[config.mk]
export PLATFORM = sky130hd
export DESIGN_NAME = fetch_pc_ctrl
export DESIGN_NICKNAME = d
export VERILOG_FILES = /design/src/rtl/fetch_pc_ctrl.sv
export SDC_FILE = /design/constraint.sdc
export NUM_CORES = 1
export LEC_CHECK = 0
export CORE_UTILIZATION = 41
export DETAILED_ROUTE_END_ITERATION = 10
export PLACE_DENSITY = 0.83
export RECOVER_POWER = 50
export SYNTH_ARGS = -nofsm -noshare
export SYNTH_HDL_FRONTEND = slang
export SYNTH_SLANG_ARGS = --single-unit
export TNS_END_PERCENT = 1
[constraint.sdc]
create_clock -name clk -period 2.85 [get_ports clk]
set_input_delay 0.4275 -clock clk [delete_from_list [all_inputs] [get_ports clk]]
set_output_delay 0.4275 -clock clk [all_outputs]
set_load 0.02 [all_outputs]
[src/rtl/fetch_pc_ctrl.sv]
// Fetch-PC sequencer: owns the fetch PC, issues one 2-instruction I-cache
// request per cycle, applies redirect/prediction priority and drains stale
// I-cache responses after a redirect.
module fetch_pc_ctrl #(
    parameter logic [31:0] RESET_PC = 32'hBFC0_0000,
    parameter int unsigned MAX_OUT  = 2,
    parameter int unsigned EPOCH_W  = 3
) (
    input  logic               clk,
    input  logic               reset,
    input  logic               except_valid,
    input  logic [31:0]        except_pc,
    input  logic               bru_redirect_valid,
    input  logic [31:0]        bru_redirect_pc,
    input  logic               bpu_taken,
    input  logic [31:0]        bpu_target,
    input  logic               fetch_stall,
    output logic               icache_req_valid,
    output logic [31:0]        icache_req_pc,
    input  logic               icache_req_ready,
    input  logic               icache_resp_valid,
    output logic               resp_keep,
    output logic [EPOCH_W-1:0] fetch_epoch
);

    localparam int unsigned CW = $clog2(MAX_OUT + 1);

    typedef enum logic {
        RUN,
        DRAIN
    } state_t;

    state_t             state, state_next;
    logic [31:0]        pc, pc_next;
    logic [EPOCH_W-1:0] epoch, epoch_next;
    logic [CW-1:0]      out_cnt, cnt_next;
    logic [CW-1:0]      settle;
    logic               redirect;
    logic [31:0]        redirect_pc;
    logic               accept;
    logic               settled;

    assign settled = (settle == CW'(MAX_OUT));

    // Redirect selection, request gating and next-state/next-PC computation.
    always_comb begin
        redirect    = except_valid | bru_redirect_valid;
        redirect_pc = except_valid ? except_pc : bru_redirect_pc;

        icache_req_valid = (state == RUN) & ~fetch_stall &
                           (out_cnt < CW'(MAX_OUT)) & ~redirect;
        icache_req_pc    = pc;
        accept           = icache_req_valid & icache_req_ready;
        resp_keep        = icache_resp_valid & (state == RUN) & ~redirect;
        fetch_epoch      = epoch;

        // Accept and response together leave the count unchanged; a response
        // with nothing outstanding saturates at zero.
        cnt_next = out_cnt;
        if (accept && !icache_resp_valid) begin
            cnt_next = out_cnt + CW'(1);
        end else if (!accept && icache_resp_valid && out_cnt != '0) begin
            cnt_next = out_cnt - CW'(1);
        end

        pc_next = pc;
        if (redirect) begin
            pc_next = redirect_pc;
        end else if (accept && bpu_taken) begin
            pc_next = bpu_target;
        end else if (accept) begin
            pc_next = pc + (pc[2] ? 32'd4 : 32'd8);
        end

        epoch_next = redirect ? epoch + EPOCH_W'(1) : epoch;

        state_next = state;
        case (state)
            RUN: begin
                if (redirect && cnt_next != '0) begin
                    state_next = DRAIN;
                end
            end
            DRAIN: begin
                if (cnt_next == '0) begin
                    state_next = RUN;
                end
            end
            default: state_next = RUN;
        endcase
    end

    // State registers with synchronous reset.
    always_ff @(posedge clk) begin
        if (reset) begin
            state   <= RUN;
            pc      <= RESET_PC;
            epoch   <= '0;
            out_cnt <= '0;
            settle  <= '0;
        end else begin
            state   <= state_next;
            pc      <= pc_next;
            epoch   <= epoch_next;
            out_cnt <= cnt_next;
            if (!settled) begin
                settle <= settle + CW'(1);
            end
        end
    end

    // Protocol check: a response with no outstanding request, once settled after reset.
    always_ff @(posedge clk) begin
        if (!reset && settled) begin
            assert (!(icache_resp_valid && out_cnt == '0));
        end
    end

endmodule

==> results of run 1 <==
[placed cells by master, fill, tap and decap left out, types with 3 or more instances in the layout]
master / instances
o21ai_0: 14
xnor2_1: 21
a31oi_1: 3
clkbuf_8: 6
and4_1: 4
o22ai_1: 3
nor3_1: 13
and3_1: 8
mux2i_1: 9
nand2b_1: 7
xor2_1: 5
nor2_1: 26
dfxtp_1: 38
a221oi_1: 16
o211ai_1: 8
o221ai_1: 8
nand3b_1: 11
clkdlybuf4s50_1: 104
or3_1: 5
nor4_1: 3
buf_4: 18
inv_1: 15
a21oi_1: 54
ha_1: 4
dlygate4sd3_1: 35
nand3_1: 15
nand2_1: 38
[how the worst max path moves through the flow]
stage	cells after the start	slack, ns	start	end
2_1_floorplan	5	0.53	except_valid	icache_req_valid
4_1_cts	5	0.28	bru_redirect_valid	resp_keep
5_1_grt	5	0.21	bru_redirect_valid	resp_keep
3_3_place_gp	7	0.26	bru_redirect_valid	icache_req_pc[10]
3_5_place_dp	7	0.23	bru_redirect_valid	icache_req_pc[10]
6_report	5	0.28	bru_redirect_valid	resp_keep
[through the flow]
| step | area, sq um | hold slack, ns | utilization [%] | setup WS [ns] |
|---|---|---|---|---|
| floorplan | 2870 | 0.503 | - | 0.535 |
| global placement | 4400 | 0.478 | 64.8 | 0.255 |
| detailed placement | 4400 | 0.489 | 64.8 | 0.228 |
| CTS | 4500 | 0.503 | 66.2 | 0.285 |
| global route | 4500 | 0.528 | 66.2 | 0.209 |
| finish | 4500 | 0.488 | 66.2 | 0.283 |
[final cells by class]
type,count,area (sq um)
multi-input combinational,306,1940
tap,96,120
clock buffer,7,86.3
timing repair buffer,158,1530
sequential,38,761
fill,582,2300
inverter,15,56.3
clock inverter,1,5.00
[critical path: stages]
cell and delay (ns):
clkdlybuf4s50_1 0.46, or2_2 0.37, nor2_1 0.15, and2_1 0.14, clkdlybuf4s50_1 0.59
[routing by layer]
layer	global-route usage [%]	vias to the layer above
li1	-	1703
met1	37.2	1685
met2	46.3	192
met3	4.52	20
met4	9.85	0
met5	0	-
[logic make-up (layout without fill, tap and decap cells)]
| kind of cell | Yosys count | in the layout | share of synthesized area [%] |
|---|---|---|---|
| adders and majority gates | 4 | 4 | 1.74 |
| and+or+nand+nor | 147 | 147 | 27.6 |
| AOI/OAI and AO/OA | 118 | 118 | 26.3 |
| xor gates and xnor gates | 26 | 26 | 7.94 |
| buffers and inverters | 45 | 181 | 6.02 |
| muxes | 11 | 11 | 3.93 |
| DFF | 38 | 38 | 26.5 |
[power by group]
group | internal, mW | total (mW) | switching [mW]
logic | 0.340 | 0.649 | 0.309
registers | 0.584 | 0.655 | 0.0711
clock network | 0.196 | 0.398 | 0.202
total | 1.12 | 1.70 | 0.582
[registers in the layout (all words and copies together) (netlist names)]
| signal | cells |
|---|---|
| icache_req_pc | 32 |
| fetch_epoch | 3 |
| out_cnt | 2 |
| state | 1 |
[synthesized netlist by cell type, drive strengths merged, types with 2 or more instances]
cell type / instances / share of area, %
nand3: 15 / 2.6
nand4: 3 / 0.87
o211ai: 8 / 2.1
a221oi: 16 / 4.9
o31a: 2 / 0.61
nor4: 5 / 1.5
ha: 4 / 1.7
xor2: 5 / 1.5
a221o: 2 / 0.70
nor3: 13 / 2.3
nand4b: 2 / 0.61
or2: 2 / 0.44
nand2: 38 / 5.0
mux2: 2 / 0.78
nor3b: 2 / 0.52
nand2b: 7 / 1.5
inv: 15 / 2.0
o22ai: 3 / 0.65
mux2i: 9 / 3.1
nor2: 26 / 3.4
dfxtp: 38 / 27
or3: 5 / 1.1
a31oi: 3 / 0.65
o221ai: 8 / 2.4
and4: 4 / 1.2
o21ai: 14 / 2.4
xnor2: 21 / 6.4
buf: 6 / 0.92
nand3b: 11 / 2.9
a21oi: 54 / 9.4
and3: 8 / 1.7
and2: 2 / 0.44
clkbuf: 24 / 3.1
==> qor.yml, run 1 <==
clock_network:
  post_cts_buffers: 0
  cts.sinks: 38
  clk_path_buf_depth: 2
  numCtsBuffers: 5
  clk_latency_ns: 0.29
  cts_resized: 0
  cts.root.buffer_cell: "clkbuf_8"
  ctsHtreeMaxLevel: 2
  cts_tree: "built"
  ctsHoldBuffers: 0
  path_clk_slew_ns: 0.08
grt:
  grt_pass1_vias: 3308
  groute.usage.overall_pct: 28.1
  grt_pass1_wl_mm: 16.4
  antenna_found_initial: 0
  grt_max_degree: 32
  grt.overflow.total: 0
floorplanning:
  die_area_sq_mm: 0.00734
  coreArea_sq_mm: 0.00679
  pin_count: 141
  start_util_pct: 42.2
  die_w_um: 85.7
  die_y_um: 85.7
  rows: 30
finish:
  n_antenna_cell: 0
  area_growth_pct: 56.7
  nNetsFinal: 632
  stdcell_count: 621
  drive_gt1_share_pct: 6.48
sta:
  rsz0062_at_grt: "false"
  maxSlewHeadroom_pct: 39.0
  finalCritPeriodShare_pct: 90.1
  fin_tns_setup_ns: 0
  tightestPinTransition_ns: 0.913
  drv_slew: 0
  max_freq_mhz: 390
  finalClockSkew_ns: 0.00785
  min_period_ns: 2.57
  hold_violations: 0
  setup_viol: 0
pwr:
  irDropWorstVdd_mv: 0.375
  power.density_mw_per_mm2: 379
  p_leak_nw: 1.69
  total_power_mw: 1.70
yosys:
  ys_types: 49
  yosysSeqAreaShare_pct: 26.5
  ys_ff_latch: 38
  synthCells: 389
  synthesis.nets: 497
  synth-main-ff-cell: "dfxtp_1"
  ys_warn_count: 0
  avgSynthCellArea_sq_um: 7.38
  async_flop_share_pct: 0
  synth_edf_count: 0
  syn_area_sq_mm: 0.00287
route:
  first_pass_iters: 5
  wirelength_mm: 10.6
  topRoutingLayerUsed: "met4"
  vias: 3600
  wl_met3_um: 893
  wire_per_inst_um: 17.1
  drtAntennaViolNets: 0
  wirelength_met1_mm: 4.33
  route.detailed.drc: 0
  wl_met2_mm: 5.12
  first_iter_violations: 280
  avgViaCountPerCell: 5.80
worst_hold_path:
  worstHoldStart: "fetch_epoch[1]"
  hold_path_end: "fetch_epoch[1]"
  hold_class: "reg2reg"
  whs_path_depth: 2
setup_path:
  cp_max_fo: 3
  r2r-start: "icache_req_pc[2]"
  required_ns: 2.42
  cp-end-kind: "output pin"
  start_kind: "input pin"
  arrival_ns: 2.14
  criticalPathCategory: "in2out"
  regToRegSetupSlack_ns: 0.55
  reg2reg_depth: 7
  r2r-end: "icache_req_pc[15]"
place:
  dpl.hpwl_mm: 7.88
  place_congestion: 0.862
  portBuffers: 140
  dp.cells: 613
run:
  maxCapViolCount: 0
outcome:
  status: "completed"
Power figures use the tool's default switching activity.
==> inputs of run 2 (changes only) <==
ABC_AREA = 1   (was default)
CORE_UTILIZATION = 43   (was 41)
PLACE_DENSITY = 0.84   (was 0.83)
==> run 2 against run 1 <==
- design area increased by 6.0%
- power fell by 4.3%
- critical path type unchanged
- register-to-register slack improved by 0.07 ns
- non-clock buffer count fell by 11
==> qor.yml, run 2 <==
outcome:
  status: "completed"
sta:
  rsz0062_at_grt: "false"
  finalCritPeriodShare_pct: 89.5  # -0.53 points
  finalClockSkew_ns: 0.00315  # -0.00470 ns
  worst_slack_ns: 0.299  # +0.0152 ns
  drv_slew: 0  # unchanged
  maxSlewHeadroom_pct: 50.8  # +12 points
  whs_ns: 0.481  # -0.00771 ns
  setup_viol: 0  # unchanged
  min_period_ns: 2.55  # -0.0152 ns
  tightestPinTransition_ns: 0.738  # -0.175 ns
  fin_tns_setup_ns: 0  # unchanged
  hold_violations: 0  # unchanged
  max_freq_mhz: 392  # +0.60%
clock_network:
  cts_tree: "built"
  path_clk_slew_ns: 0.08  # about the same
  clk_path_buf_depth: 2  # unchanged
  numCtsBuffers: 5  # unchanged
  ctsHoldBuffers: 0  # unchanged
  clk_latency_ns: 0.30  # about the same
  cts_resized: 0  # unchanged
  cts.root.buffer_cell: "clkbuf_8"
  cts.sinks: 38  # unchanged
  post_cts_buffers: 0  # unchanged
  ctsHtreeMaxLevel: 2  # unchanged
yosys:
  async_flop_share_pct: 0  # unchanged
  syn_area_sq_mm: 0.00321  # +12%
  synth_top_area_share_pct: 23.7  # -2.8 points
  synth-main-ff-cell: "dfxtp_1"
  ys_warn_count: 0  # unchanged
  ys_types: 33  # -33%
  synth_area_leaders: "dfxtp_1 (24%), nand2_1 (21%), nor2_1 (12%), a21oi_1 (8.7%), nand3_1 (7.5%)"
  avgSynthCellArea_sq_um: 5.57  # -24%
  synth_area_leader_cell: "dfxtp_1"
  yosys-top-cells-count: "nand2_1 (177), nor2_1 (106), a21oi_1 (56)"
  synth_edf_count: 0  # unchanged
  yosysSeqAreaShare_pct: 23.7  # -2.8 points
  yosysMostFrequentCell: "nand2_1"
  synthesis.nets: 685  # +38%
  ys_ff_latch: 38  # unchanged
  synthCells: 577  # +48%
pwr:
  power.density_mw_per_mm2: 342  # -9.7%
  seqPwrFrac_pct: 39.6  # +1.1 points
  clock_power_share_pct: 24.8  # +1.4 points
  swShare_pct: 34.7  # +0.46 points
  p_leak_nw: 2.03  # +20%
  irDropWorstVdd_mv: 0.213  # -43%
  p_int_mw: 1.06  # -5.0%
  combPwrFrac_pct: 35.6  # -2.5 points
  total_power_mw: 1.63  # -4.3%
  switching_power_mw: 0.565  # -3.0%
setup_path:
  regToRegSetupSlack_ns: 0.62  # +0.07 ns
  worst_path_max_delay_cell: "clkdlybuf4s50_1"
  criticalPathCategory: "in2out"
  crit_buf_inv: 2  # unchanged
  start_kind: "input pin"
  worst_path_dominant_cell_family: "buffers and inverters"
  path_cells: "clkdlybuf4s50_1 > nor2_1 > nand2_1 > nor2_1 > clkdlybuf4s50_1"
  cp-end-kind: "output pin"
  cp_max_fo: 3  # unchanged
  max_stage_delay_ns: 0.64  # +0.05 ns
  required_ns: 2.42  # about the same
  arrival_ns: 2.12  # -0.02 ns
grt:
  groute.usage.overall_pct: 30.0  # +1.9 points
  grt_max_degree: 37  # +16%
  grt.overflow.total: 0  # unchanged
  grt_pass1_wl_mm: 18.1  # +10%
  antenna_found_initial: 0  # unchanged
  grt_pass1_vias: 3894  # +18%
route:
  route.detailed.drc: 0  # unchanged
  avgViaCountPerCell: 5.25  # -9.4%
  first_iter_violations: 244  # -13%
  first_pass_iters: 5  # unchanged
  drtAntennaViolNets: 0  # unchanged
  wirelength_mm: 11.6  # +9.4%
  vias: 4237  # +18%
  wire_per_inst_um: 14.4  # -16%
worst_hold_path:
  hold_class: "reg2reg"
floorplanning:
  coreArea_sq_mm: 0.00725  # +6.8%
  pin_count: 141  # unchanged
  rows: 31  # +3.3%
  die_y_um: 88.4  # +3.3%
  die_area_sq_mm: 0.00782  # +6.6%
  start_util_pct: 44.3  # +2.1 points
  die_w_um: 88.4  # +3.3%
place:
  dp_slack_ns: 0.463  # +0.235 ns
  portBuffers: 140  # unchanged
  dpl.hpwl_mm: 8.90  # +13%
  dp.cells: 799  # +30%
  place_congestion: 0.923  # +7.1%
finish:
  stdcell_count: 807  # +30%
  n_antenna_cell: 0  # unchanged
  drive_gt1_share_pct: 3.53  # -2.9 points
  fill_cells: 704  # +21%
  area_growth_pct: 48.2
  final_common_cell: "nand2_1"
  final_cell_mix: "nand2_1 (178), clkdlybuf4s50_1 (108), nor2_1 (107)"
  nNetsFinal: 815  # +29%
  largest_reg_flops: 32  # unchanged
run:
  maxCapViolCount: 0  # unchanged
run 2: changes by cell type after synthesis, sizes merged, moves of 7 or more:
cell    previous run  this run
inv               15        48
o221ai             8         0
xnor2             21         2
and3               8         1
nor2              26       108
nand2             38       180
a221oi            16         0
nand3             15        48
nor3              13         3
mux2i              9         0
o21ai             14        27
nand2b             7         0
clkbuf            24        14
run 2: worst reg2reg max path, cell delays in order, from the launching register on:
cell     delay [ns]
dfxtp_1        0.50
inv_1          0.09
ha_1           0.34
nand3_1        0.09
nand2_1        0.27
nand3_1        0.22
nor2_1         0.28
nand2_1        0.09
nand2_1        0.06
nand3_1        0.06
nand2_1        0.07
nand2_1        0.05
run 2: power groups by stage:
stage / combinational [mW] / sequential, mW / clock [mW]
after floorplan: 0.257 / 0.686 / 0
after global placement: 0.577 / 0.654 / 0
after detailed placement: 0.591 / 0.656 / 0
after CTS: 0.595 / 0.644 / 0.410
after global routing: 0.635 / 0.650 / 0.427
final: 0.580 / 0.644 / 0.404
run 2: routing by layer:
metal	up-vias	GRT usage (%)	wire length, um
met5	-	0	0
met4	0	7.48	140
met3	12	3.64	686
met2	161	53.4	5650
met1	1935	38.3	5130
li1	2129	-	-
run 2: final timing paths:
| path | startpoint | end | cells past startpoint |
|---|---|---|---|
| hold / removal | icache_req_pc[0] | icache_req_pc[0] | 2 |
| setup / recovery | except_valid | resp_keep | 5 |
| hold reg to reg | icache_req_pc[0] | icache_req_pc[0] | 2 |
| setup reg to reg | icache_req_pc[2] | icache_req_pc[31] | 11 |
run 2: cells by family after synthesis:
logic type	synth area share, %
buffers and inverters	9.42
flip-flops	23.7
AND/OR/NAND/NOR	45.2
XOR/XNOR	1.36
AO/OA/AOI/OAI	18.8
adder cells (fa/ha/maj)	1.56
run 2: layout make-up:
cell class                 instances  area [sq um]  share of cell area [%]
clock buffer                       7          86.3                    1.81
multi-input combinational        466          2140                    44.9
sequential                        38           761                    16.0
clock inverter                     1          5.00                   0.105
timing repair buffer             147          1460                    30.7
inverter                          49           184                    3.86
tap                               99           124                    2.60
run 2: per-stage QoR:
step                utilization (%)  cell area (sq um)
floorplan                         -               3210
global placement               64.6               4680
detailed placement             64.6               4680
CTS                            65.8               4780
global route                   65.7               4760
finish                         65.7               4760
